**config.mk**
```make
export PLATFORM = sky130hd
export DESIGN_NAME = trigout_ts_fifo
export DESIGN_NICKNAME = d
export VERILOG_FILES = /design/src/rtl/trigout_pkg.sv /design/src/rtl/trigout_sync_fifo.sv /design/src/rtl/trigout_ts_fifo.sv
export SDC_FILE = /design/constraint.sdc
export NUM_CORES = 1
export LEC_CHECK = 0
export BUFFER_PORTS_ARGS = -buffer_cell sky130_fd_sc_hd__buf_2
export CAP_MARGIN = 5
export CORE_MARGIN = 2
export CORE_UTILIZATION = 50
export CTS_CLUSTER_DIAMETER = 150
export DETAILED_ROUTE_END_ITERATION = 10
export GPL_TIMING_DRIVEN = 0
export PLACE_DENSITY = 0.76
export SYNTH_ARGS = -nofsm -noshare
export SYNTH_HDL_FRONTEND = slang
export SYNTH_SLANG_ARGS = --single-unit
```
**constraint.sdc**
```tcl
create_clock -name clk_i -period 16.4 [get_ports clk_i]
set_input_delay 0.82 -clock clk_i [delete_from_list [all_inputs] [get_ports clk_i]]
set_output_delay 0.82 -clock clk_i [all_outputs]
set_load 0.02 [all_outputs]
```
**src/rtl/trigout_pkg.sv**
```systemverilog
// Shared constants for the trigger-out timestamp FIFO: Wishbone register
// word offsets, status/ctrl bit positions, timestamp field widths and the
// FIFO entry width helper.
package trigout_pkg;

   // Register word offsets (wb_adr_i[4:2])
   localparam logic [2:0] REG_STATUS   = 3'd0;
   localparam logic [2:0] REG_CTRL     = 3'd1;
   localparam logic [2:0] REG_HEAD_HI  = 3'd2;
   localparam logic [2:0] REG_HEAD_SEC = 3'd3;
   localparam logic [2:0] REG_HEAD_CYC = 3'd4;
   localparam logic [2:0] REG_DROP     = 3'd5;

   // Status register bit positions
   localparam int unsigned STAT_WR_ENABLE = 0;
   localparam int unsigned STAT_WR_LINK   = 1;
   localparam int unsigned STAT_WR_VALID  = 2;
   localparam int unsigned STAT_PRESENT   = 8;
   localparam int unsigned STAT_OVERFLOW  = 9;
   localparam int unsigned STAT_COUNT_LSB = 16;
   localparam int unsigned STAT_COUNT_W   = 9;

   // Ctrl register bit positions
   localparam int unsigned CTRL_EXT_EN = 8;
   localparam int unsigned CTRL_CLEAR  = 31;

   // Head-high register layout
   localparam int unsigned HEAD_MASK_LSB = 16;
   localparam int unsigned HEAD_EXT_BIT  = 24;

   // White Rabbit time widths
   localparam int unsigned SEC_W = 40;
   localparam int unsigned CYC_W = 28;

   typedef enum logic [1:0] {
      WB_IDLE,
      WB_DECODE,
      WB_UPDATE
   } wb_state_e;

   // Entry = {mask (channels + ext), seconds, cycles}
   function automatic int unsigned ts_entry_width(input int unsigned n_ch);
      return n_ch + 1 + SEC_W + CYC_W;
   endfunction

endpackage

```
**src/rtl/trigout_sync_fifo.sv**
```systemverilog
// Synchronous FIFO built on a register array with a show-ahead head output.
// Ports: clk_i/rst_n_i (sync active-low reset), push_i/data_i write side,
// pop_i read side, clear_i empties the FIFO (wins over push/pop),
// full_o/empty_o/count_o status, head_o entry at the read pointer (0 when empty).
module trigout_sync_fifo #(
   parameter int unsigned WIDTH      = 8,
   parameter int unsigned LOG2_DEPTH = 4
) (
   input  logic                  clk_i,
   input  logic                  rst_n_i,
   input  logic                  push_i,
   input  logic [WIDTH-1:0]      data_i,
   input  logic                  pop_i,
   input  logic                  clear_i,
   output logic                  full_o,
   output logic                  empty_o,
   output logic [LOG2_DEPTH:0]   count_o,
   output logic [WIDTH-1:0]      head_o
);

   localparam int unsigned DEPTH = 1 << LOG2_DEPTH;
   localparam int unsigned CNT_W = LOG2_DEPTH + 1;

   logic [WIDTH-1:0]      mem_q [DEPTH];
   logic [LOG2_DEPTH-1:0] wr_ptr_q, wr_ptr_d;
   logic [LOG2_DEPTH-1:0] rd_ptr_q, rd_ptr_d;
   logic [CNT_W-1:0]      count_q, count_d;
   logic                  do_push, do_pop;

   assign full_o  = (count_q == CNT_W'(DEPTH));
   assign empty_o = (count_q == '0);
   assign count_o = count_q;
   assign head_o  = empty_o ? '0 : mem_q[rd_ptr_q];

   // Pointer/count update; a push into a full FIFO only lands if a pop frees the slot
   always_comb begin
      do_push  = 1'b0;
      do_pop   = 1'b0;
      wr_ptr_d = wr_ptr_q;
      rd_ptr_d = rd_ptr_q;
      count_d  = count_q;
      if (clear_i) begin
         wr_ptr_d = '0;
         rd_ptr_d = '0;
         count_d  = '0;
      end else begin
         do_pop  = pop_i & ~empty_o;
         do_push = push_i & (~full_o | do_pop);
         if (do_push) wr_ptr_d = wr_ptr_q + LOG2_DEPTH'(1);
         if (do_pop)  rd_ptr_d = rd_ptr_q + LOG2_DEPTH'(1);
         count_d = count_q + CNT_W'(do_push) - CNT_W'(do_pop);
      end
   end

   always_ff @(posedge clk_i) begin
      if (!rst_n_i) begin
         wr_ptr_q <= '0;
         rd_ptr_q <= '0;
         count_q  <= '0;
      end else begin
         wr_ptr_q <= wr_ptr_d;
         rd_ptr_q <= rd_ptr_d;
         count_q  <= count_d;
      end
   end

   // Storage needs no reset: head_o is masked while empty
   always_ff @(posedge clk_i) begin
      if (do_push) mem_q[wr_ptr_q] <= data_i;
   end

endmodule

```
**src/rtl/trigout_ts_fifo.sv**
```systemverilog
// Trigger-out timestamp FIFO. Stamps channel/external trigger events with
// WR time, queues them and exposes the queue on a Wishbone register bank.
// Ports: clk_i, rst_n_i (sync active-low); wb_* pipelined Wishbone slave;
// wr_enable_i/wr_link_i/wr_valid_i WR status; tm_sec_i/tm_cycles_i WR time;
// ch_trig_i/ext_trig_i trigger pulses; irq_o high while entries are queued.
module trigout_ts_fifo
   import trigout_pkg::*;
#(
   parameter int unsigned N_CH          = 4,
   parameter int unsigned LOG2_DEPTH    = 4,
   parameter int unsigned REQUIRE_VALID = 1
) (
   input  logic              clk_i,
   input  logic              rst_n_i,
   input  logic              wb_cyc_i,
   input  logic              wb_stb_i,
   input  logic              wb_we_i,
   input  logic [4:0]        wb_adr_i,
   input  logic [3:0]        wb_sel_i,
   input  logic [31:0]       wb_dat_i,
   output logic [31:0]       wb_dat_o,
   output logic              wb_ack_o,
   output logic              wb_stall_o,
   output logic              wb_err_o,
   output logic              wb_rty_o,
   input  logic              wr_enable_i,
   input  logic              wr_link_i,
   input  logic              wr_valid_i,
   input  logic [39:0]       tm_sec_i,
   input  logic [27:0]       tm_cycles_i,
   input  logic [N_CH-1:0]   ch_trig_i,
   input  logic              ext_trig_i,
   output logic              irq_o
);

   localparam int unsigned ENTRY_W = ts_entry_width(N_CH);
   localparam int unsigned CNT_W   = LOG2_DEPTH + 1;
   localparam int unsigned MASK_W  = N_CH + 1;

   wb_state_e          state_q, state_d;
   logic [2:0]         adr_q, adr_d;
   logic               we_q, we_d;
   logic [31:0]        wdat_q, wdat_d;
   logic [CYC_W-1:0]   pop_cyc_q, pop_cyc_d;
   logic               ack_q, ack_d;
   logic [31:0]        rdat_q, rdat_d;
   logic [N_CH-1:0]    ch_en_q, ch_en_d;
   logic               ext_en_q, ext_en_d;
   logic               ovf_q, ovf_d;
   logic [31:0]        drop_q, drop_d;
   logic               irq_q, irq_d;

   logic               fifo_full, fifo_empty;
   logic [CNT_W-1:0]   fifo_count;
   logic [ENTRY_W-1:0] fifo_head;

   logic [MASK_W-1:0]  hit;
   logic               valid_ok, capture, accept, pop, clear, push, drop;
   logic [CYC_W-1:0]   head_cyc;
   logic [SEC_W-1:0]   head_sec;
   logic [MASK_W-1:0]  head_mask;
   logic [31:0]        status_w, ctrl_w, head_hi_w, rd_mux;
   logic               unused_ok;

   assign hit      = {ext_trig_i & ext_en_q, ch_trig_i & ch_en_q};
   assign valid_ok = (REQUIRE_VALID == 0) ? 1'b1 : wr_valid_i;
   assign capture  = (|hit) & valid_ok;
   assign accept   = (state_q == WB_IDLE) & wb_cyc_i & wb_stb_i;
   // Head pops on the request edge; its cycles field is snapshotted on that same edge
   assign pop      = accept & ~wb_we_i & (wb_adr_i[4:2] == REG_HEAD_CYC) & ~fifo_empty;
   assign clear    = (state_q == WB_UPDATE) & wdat_q[CTRL_CLEAR];
   assign push     = capture & ~clear;
   assign drop     = push & fifo_full & ~pop;

   assign head_cyc  = fifo_head[CYC_W-1:0];
   assign head_sec  = fifo_head[CYC_W +: SEC_W];
   assign head_mask = fifo_head[CYC_W+SEC_W +: MASK_W];

   trigout_sync_fifo #(
      .WIDTH      (ENTRY_W),
      .LOG2_DEPTH (LOG2_DEPTH)
   ) u_fifo (
      .clk_i   (clk_i),
      .rst_n_i (rst_n_i),
      .push_i  (push),
      .data_i  ({hit, tm_sec_i, tm_cycles_i}),
      .pop_i   (pop),
      .clear_i (clear),
      .full_o  (fifo_full),
      .empty_o (fifo_empty),
      .count_o (fifo_count),
      .head_o  (fifo_head)
   );

   // Register views
   always_comb begin
      status_w = '0;
      status_w[STAT_WR_ENABLE] = wr_enable_i;
      status_w[STAT_WR_LINK]   = wr_link_i;
      status_w[STAT_WR_VALID]  = wr_valid_i;
      status_w[STAT_PRESENT]   = ~fifo_empty;
      status_w[STAT_OVERFLOW]  = ovf_q;
      status_w[STAT_COUNT_LSB +: STAT_COUNT_W] = STAT_COUNT_W'(fifo_count);

      ctrl_w = '0;
      ctrl_w[N_CH-1:0]   = ch_en_q;
      ctrl_w[CTRL_EXT_EN] = ext_en_q;

      head_hi_w = '0;
      head_hi_w[7:0] = head_sec[SEC_W-1 -: 8];
      head_hi_w[HEAD_MASK_LSB +: N_CH] = head_mask[N_CH-1:0];
      head_hi_w[HEAD_EXT_BIT] = head_mask[N_CH];
   end

   // Read mux, evaluated in the decode phase
   always_comb begin
      rd_mux = '0;
      case (adr_q)
         REG_STATUS:   rd_mux = status_w;
         REG_CTRL:     rd_mux = ctrl_w;
         REG_HEAD_HI:  rd_mux = head_hi_w;
         REG_HEAD_SEC: rd_mux = head_sec[31:0];
         REG_HEAD_CYC: rd_mux = 32'(pop_cyc_q);
         REG_DROP:     rd_mux = drop_q;
         default:      rd_mux = '0;
      endcase
   end

   // Bus FSM, ctrl register, overflow and drop counter next-state
   always_comb begin
      state_d   = state_q;
      adr_d     = adr_q;
      we_d      = we_q;
      wdat_d    = wdat_q;
      pop_cyc_d = pop_cyc_q;
      ack_d     = 1'b0;
      rdat_d    = rdat_q;
      ch_en_d   = ch_en_q;
      ext_en_d  = ext_en_q;
      ovf_d     = ovf_q;
      drop_d    = drop_q;
      irq_d     = ~fifo_empty;

      case (state_q)
         WB_IDLE: begin
            if (accept) begin
               state_d   = WB_DECODE;
               adr_d     = wb_adr_i[4:2];
               we_d      = wb_we_i;
               wdat_d    = wb_dat_i;
               pop_cyc_d = head_cyc;
            end
         end
         WB_DECODE: begin
            if (we_q && (adr_q == REG_CTRL)) begin
               state_d = WB_UPDATE;
            end else begin
               state_d = WB_IDLE;
               ack_d   = 1'b1;
               if (!we_q) rdat_d = rd_mux;
               if (we_q && (adr_q == REG_STATUS) && wdat_q[STAT_OVERFLOW]) ovf_d = 1'b0;
            end
         end
         WB_UPDATE: begin
            state_d  = WB_IDLE;
            ack_d    = 1'b1;
            ch_en_d  = wdat_q[N_CH-1:0];
            ext_en_d = wdat_q[CTRL_EXT_EN];
            if (clear) ovf_d = 1'b0;
         end
         default: state_d = WB_IDLE;
      endcase

      // A drop sets overflow even against a same-cycle software clear
      if (drop) begin
         ovf_d = 1'b1;
         if (drop_q != '1) drop_d = drop_q + 32'd1;
      end
   end

   always_ff @(posedge clk_i) begin
      if (!rst_n_i) begin
         state_q   <= WB_IDLE;
         adr_q     <= '0;
         we_q      <= 1'b0;
         wdat_q    <= '0;
         pop_cyc_q <= '0;
         ack_q     <= 1'b0;
         rdat_q    <= '0;
         ch_en_q   <= '0;
         ext_en_q  <= 1'b0;
         ovf_q     <= 1'b0;
         drop_q    <= '0;
         irq_q     <= 1'b0;
      end else begin
         state_q   <= state_d;
         adr_q     <= adr_d;
         we_q      <= we_d;
         wdat_q    <= wdat_d;
         pop_cyc_q <= pop_cyc_d;
         ack_q     <= ack_d;
         rdat_q    <= rdat_d;
         ch_en_q   <= ch_en_d;
         ext_en_q  <= ext_en_d;
         ovf_q     <= ovf_d;
         drop_q    <= drop_d;
         irq_q     <= irq_d;
      end
   end

   assign wb_dat_o   = rdat_q;
   assign wb_ack_o   = ack_q;
   assign wb_stall_o = (state_q != WB_IDLE) & ~ack_q;
   assign wb_err_o   = 1'b0;
   assign wb_rty_o   = 1'b0;
   assign irq_o      = irq_q;

   // Byte lanes, low address bits and unused write-data bits carry no function
   assign unused_ok = ^{wb_sel_i, wb_adr_i[1:0], wdat_q};

endmodule

```
==> results of run 1 <==
-- cell usage in the layout (no fill, tap or decap), types with 7 or more instances in the layout --
master,n
clkinv_2,17
nand2_1,89
and2_1,46
a21boi_0,17
mux2i_1,30
a222oi_1,7
ha_1,16
nand3_1,17
xnor2_1,8
clkinv_1,31
nand4_1,10
buf_4,22
nor4_1,8
nor2_1,29
buf_12,36
buf_6,36
a21oi_1,27
clkbuf_1,100
buf_2,155
inv_1,20
dfxtp_1,130
clkbuf_16,135
mux2_2,7
nor3_1,8
buf_1,7
diode_2,9
mux4_2,359
o21ai_0,27
a22o_1,7
xor2_1,21
nor2b_1,44
edfxtp_1,1168
nand2b_1,12
nor2_4,12
bufinv_16,8
a22oi_1,46
a221oi_1,15
-- layout make-up --
class	instances	area, um2	share of cell area
Multi-Input combinational cell	927	11900	0.205
Clock inverter	69	592	0.0102
Sequential cell	1298	37700	0.649
Antenna cell	9	22.5	0.000388
Buffer	136	658	0.0113
Inverter	20	75.1	0.00129
Clock buffer	163	3510	0.0605
Timing Repair Buffer	207	1970	0.0340
Tap cell	1298	1620	0.0280
-- sequential cells by signal, indices dropped and copies added, names as in the netlist, 2 cells and up, named ones only --
register and cells:
u_fifo.mem_q 1168, drop_q 32, wb_dat_o 32, pop_cyc_q 28, wdat_q 7, u_fifo.count_o 5, ch_en_q 4, u_fifo.rd_ptr_q 4
u_fifo.wr_ptr_q 4, adr_q 3, state_q 2
-- how the worst max path moves through the flow --
stage	start	end	slack, ns
detailed placement	ch_trig_i[1]	u_fifo.mem_q[0][51]	11.64
global route	state_q[0]	u_fifo.mem_q[0][50]	11.77
CTS	state_q[0]	u_fifo.mem_q[0][50]	11.94
global placement	wb_we_i	u_fifo.mem_q[2][64]	1.35
floorplan	ch_trig_i[1]	u_fifo.mem_q[3][0]	8.90
finish	state_q[0]	u_fifo.mem_q[0][50]	11.77
-- worst reg2reg max path: cells and delay by family, from the launching register on --
kind	cells	cell delay (ns)
flip-flops	1	0.37
AO/OA/AOI/OAI	1	0.32
buffers and inverters	7	1.54
adder cells (fa/ha/maj)	1	0.21
AND/OR/NAND/NOR	4	1.88
-- cells by family after synthesis --
kind of cell | share of synthesized area
adders and majority gates | 0.00439
muxes | 0.169
AOI/OAI and AO/OA | 0.0245
DFF | 0.750
xor gates and xnor gates | 0.00506
and+or+nand+nor | 0.0325
other | 0.0000747
buffers and inverters | 0.0146
-- power groups by stage --
stage / clock, mW / sequential (mW) / combinational (mW)
after floorplan: 0 / 3.67 / 0.0282
after global placement: 0 / 3.67 / 0.0823
final: 2.88 / 3.60 / 0.0928
after detailed placement: 0 / 3.67 / 0.0896
after CTS: 2.90 / 3.60 / 0.0902
after global routing: 3.03 / 3.60 / 0.100
-- through the flow --
stage	hold slack [ns]	std cells	power (mW)	setup WS, ns
detailed placement	0.466	3885	3.76	11.64
finish	0.400	4127	6.57	11.77
floorplan	0.443	2381	3.70	8.90
CTS	0.358	4117	6.59	11.94
global route	0.401	4118	6.73	11.77
global placement	0.455	3803	3.75	1.35
-- layer usage --
| metal | GRT usage | vias up | wire [um] |
|---|---|---|---|
| met4 | 0.0768 | 14 | 3640 |
| met5 | 0 | - | 84 |
| met1 | 0.353 | 13900 | 49600 |
| li1 | - | 10600 | - |
| met2 | 0.417 | 1791 | 64300 |
| met3 | 0.0708 | 261 | 15600 |
==> flow_summary.toml, run 1 <==
[critical_path]
cp_num_cells = 13
path_cells = "inv_1 > ha_1 > clkbuf_1 > nand2_1 > o311a_1 > nor2b_1 > clkbuf_1 > nand2_1 > nor3_2 > buf_8 > buf_8 > buf_6 > buf_6"
path_max_fanout = 8
r2r-end = "u_fifo.mem_q[0][50]"
cp-start-kind = "flop"
required_ns = 16.83
slowest_stage = "nor3_2"
rr_worst_depth = 13
cp_data_arrival_time_ns = 5.06
max_stage_delay_ns = 0.98
reg2reg_from = "state_q[0]"
crit_family = "simple AND/OR/NAND/NOR gates"
crit_buf_inv = 7
crit_type = "flop to flop"
crit_path_end_kind = "flop"
r2r_setup_slack_ns = 11.77

[logic_synthesis]
netlist_area_um2 = 50200
synth_most_common_cell = "edfxtp_1"
synth_flop_cell = "edfxtp_1"
ys_seq_elements = 1298
synthTopCellsByArea = "edfxtp_1, mux4_2, dfxtp_1"
postSynthCellCount = 2380
syn_area_per_cell_um2 = 21.1
ys_types = 61
synth_commonest_cells = "edfxtp_1, mux4_2, dfxtp_1, nand2_1, clkbuf_1"
yosys_warnings = 0
synth_top_area_frac = 0.698
synth_edf_count = 1168
synth_top_area_cell = "edfxtp_1"
synth_async_sr_flop_share = 0
yosysSeqAreaShare = 0.750

[sta]
rsz0062_at_grt = "false"
worstMarginPinSlew_ns = 1.28
layout_min_cycle_time_ns = 4.63
setup_viol_count_final = 0
finalHoldViolCount = 0
setup_tns_ns = 0
slew_headroom = 0.150
slew_violations = 0
min_period_over_period = 0.282
fmax_mhz = 216
worst_clock_skew_ns = 0.0282

[clock_network]
cts_hold_buf = 0
numCtsBuffers = 130
ctsResizeCount = 0
clkSinkCount = 1298
insertion_delay_ns = 0.74
cts_setup_buffers = 0
htree_levels = 4
cts.reportedPaths.clkPinSlew_ns = 0.06
clk_path_buf_depth = 3
tritoncts = "built"
clockRootBuffer = "clkbuf_16"

[detailed_routing]
wire_per_inst_um = 32.3
route.detailed.drc = 0
ant_nets = 0
drtPass1Iterations = 6
wirelength_um = 133000
via_count = 26500
vias_per_cell = 6.43
drt_iter0_drc = 3960

[pwr]
p_comb_frac = 0.014
ir_worst_vdd_uv = 92.5
switching_share = 0.199
p_per_area_nw_per_um2 = 113
switchingPower_mw = 1.31
power_leakage_nw = 18.2
internal_power_mw = 5.27
pwr-share-clk = 0.438
seqPwrFrac = 0.548

[grt]
grt_max_degree = 23
grt_pass1_vias = 26600
grt.overflow.total = 0
grt_usage = 0.260
antenna_found_initial = 14
grt_pass1_wl_um = 189000

[die]
die_h_um = 321
dieWidth_um = 321
top_level_ports = 159
dieArea_um2 = 103000
initial_core_util = 0.503
rows = 116
core-area_um2 = 99900

[layout]
drive_gt1_frac = 0.292
fill_cells = 6953
area_growth_pct = 15.6
post-route-util = 0.581
fin_area_um2 = 58100
fin_nets = 2859

[worst_hold_path]
worstHoldStart = "wb_dat_i[1]"
hold_path_depth = 3
whs_endpoint = "wdat_q[1]"
hp-class = "input port to flop"

[placement]
dpl-instance-area_um2 = 53900
gp_congestion = 0.930
placement.io_buffers = 124
hpwl_um = 86100

[job]
cap_violations = 0

[run_status]
status = "finished, final reports clean"
No activity file was read; power rests on OpenSTA's default activity.
==> run 2: changes to the inputs <==
Clock period 16.4 ns to 4.8 ns, I/O delays scaled along.
==> run 2 against run 1 <==
Compared with the run above: cell count is 1.2% higher; first-iteration DRC count is 0.40% higher; sequential share of layout area is 0.84 points lower; register-to-register slack worse by 11 ns; sequential power grew to 3.4 times the previous value; largest power group unchanged; non-clock buffer count is 63 higher; largest cell class unchanged; routed wire length hardly changed.
==> flow_summary.toml, run 2 (synthesis gave the netlist of run 1 again) <==
[detailed_routing]
route.detailed.drc = 0
drtPass1Iterations = 9
wirelength_um = 133000
ant_nets = 0
drt_iter0_drc = 3976
wire_per_inst_um = 31.9
vias_per_cell = 6.41
via_count = 26800

[critical_path]
crit_family = "simple AND/OR/NAND/NOR gates"
crit_buf_inv = 5
cp_data_arrival_time_ns = 4.68
max_stage_delay_ns = 0.87
path_max_fanout = 20
r2r-end = "u_fifo.mem_q[12][38]"
slowest_stage = "nor2_4"
crit_type = "flop to flop"
required_ns = 5.17
cp-start-kind = "flop"
crit_path_end_kind = "flop"
rr_worst_depth = 11
reg2reg_from = "state_q[0]"
path_cells = "inv_1 > ha_1 > clkbuf_1 > nand2_1 > o311a_1 > nor2b_1 > clkbuf_1 > nand2_1 > nor2_4 > buf_12 > buf_12"
r2r_setup_slack_ns = 0.50

[sta]
finalHoldViolCount = 0
worstMarginPinSlew_ns = 1.32
slew_headroom = 0.118
slew_violations = 0
fmax_mhz = 232
worst_clock_skew_ns = 0.0629
layout_min_cycle_time_ns = 4.30
min_period_over_period = 0.897
setup_viol_count_final = 0
rsz0062_at_grt = "false"

[layout]
fin_nets = 2913
regArea_um2 = 37700
post-route-util = 0.589
largest-register = "u_fifo.mem_q"
mostFrequentLayoutCells = "edfxtp_1, mux4_2, buf_2"
fin_cells = 4178
largest_reg_flops = 1168
area_growth_pct = 17.1
layout_commonest_cell = "edfxtp_1"
multi_input_area_um2 = 11900
fill_cells = 6849
drive_gt1_frac = 0.281

[clock_network]
numCtsBuffers = 121
clk_path_buf_depth = 3
htree_levels = 3
cts_setup_buffers = 0
insertion_delay_ns = 0.73
tritoncts = "built"
clkSinkCount = 1298
clockRootBuffer = "clkbuf_16"
cts.reportedPaths.clkPinSlew_ns = 0.07

[grt]
grt_pass1_vias = 27100
use_met1 = 0.357
grt_usage = 0.261
grt_max_degree = 23
grt_pass1_wl_um = 192000
grt.overflow.total = 0
grt_util_met3 = 0.0583
grtUsageMet2 = 0.422
grt.busiest_layer = "met2"
antenna_found_initial = 13

[job]
cap_violations = 0

[worst_hold_path]
hold_path_depth = 4
whs_endpoint = "wdat_q[31]"
hp-class = "input port to flop"
worstHoldStart = "wb_cyc_i"

[pwr]
ir_worst_vdd_uv = 297
power_leakage_nw = 18.4
p_per_area_nw_per_um2 = 378

[die]
rows = 116
dieWidth_um = 321
initial_core_util = 0.503
top_level_ports = 159
dieArea_um2 = 103000
core-area_um2 = 99900
die_h_um = 321

[placement]
gp_congestion = 0.924
hpwl_um = 85900
placed_cells = 3869
placement.io_buffers = 124

[run_status]
status = "finished, final reports clean"
==> run 2: metal layers <==
metal,routed length (um),vias up,part of all wire
li1,-,10700,-
met1,50300,14000,0.38
met2,64500,1743,0.48
met3,13900,321,0.10
met4,4460,14,0.033
met5,91,-,0.00068
==> run 2: stage by stage <==
stage	TNS [ns]	instance area [um2]	setup WS [ns]	hold slack (ns)	total power [mW]
floorplan	-430.59	50200	-0.496	0.339	12.6
global placement	-5699.12	52500	-5.58	0.458	12.8
detailed placement	0	54000	0.559	0.462	12.8
CTS	0	58800	0.523	0.0450	22.3
global route	0	58800	0.297	0.104	22.8
finish	0	58800	0.496	0.0937	22.2
==> run 2: power breakdown <==
| group | switching [mW] | leakage (nW) | internal, mW | total [mW] |
|---|---|---|---|---|
| clock network | 4.18 | 1.92 | 5.38 | 9.56 |
| registers | 0.00815 | 11.6 | 12.3 | 12.3 |
| logic | 0.264 | 4.86 | 0.113 | 0.377 |
==> run 2: area by class of cell <==
class | count | share of cell area
clock buffers | 153 | 0.0544
inverters | 20 | 0.00128
multi-input cells | 927 | 0.203
flip-flops and latches | 1298 | 0.641
plain buffers | 136 | 0.0112
diodes | 4 | 0.000170
repair buffers | 270 | 0.0489
well taps | 1298 | 0.0276
clock inverters | 72 | 0.0128
==> run 2: how the worst max path moves through the flow <==
stage               slack (ns)       start                   end  cells past startpoint
finish                    0.50  state_q[0]  u_fifo.mem_q[12][38]                     11
floorplan                -0.50  state_q[0]   u_fifo.mem_q[15][0]                      9
global route              0.30  state_q[0]  u_fifo.mem_q[12][38]                     11
global placement         -5.58  state_q[0]  u_fifo.mem_q[11][38]                      9
detailed placement        0.56  state_q[0]  u_fifo.mem_q[12][38]                     11
CTS                       0.52  state_q[0]  u_fifo.mem_q[12][38]                     11
==> run 2: worst register-to-register path, cell delays in order, from the launching register on <==
cell,delay (ns)
dfxtp_1,0.37
inv_1,0.10
ha_1,0.20
clkbuf_1,0.28
nand2_1,0.28
o311a_1,0.31
nor2b_1,0.25
clkbuf_1,0.40
nand2_1,0.38
nor2_4,0.87
buf_12,0.31
buf_12,0.23
==> run 2: repair_timing <==
item | in CTS | in global routing
hold buffers | 79 | 0
gates resized for setup | 0 | 0
endpoints found under the hold margin | 1099 | 0
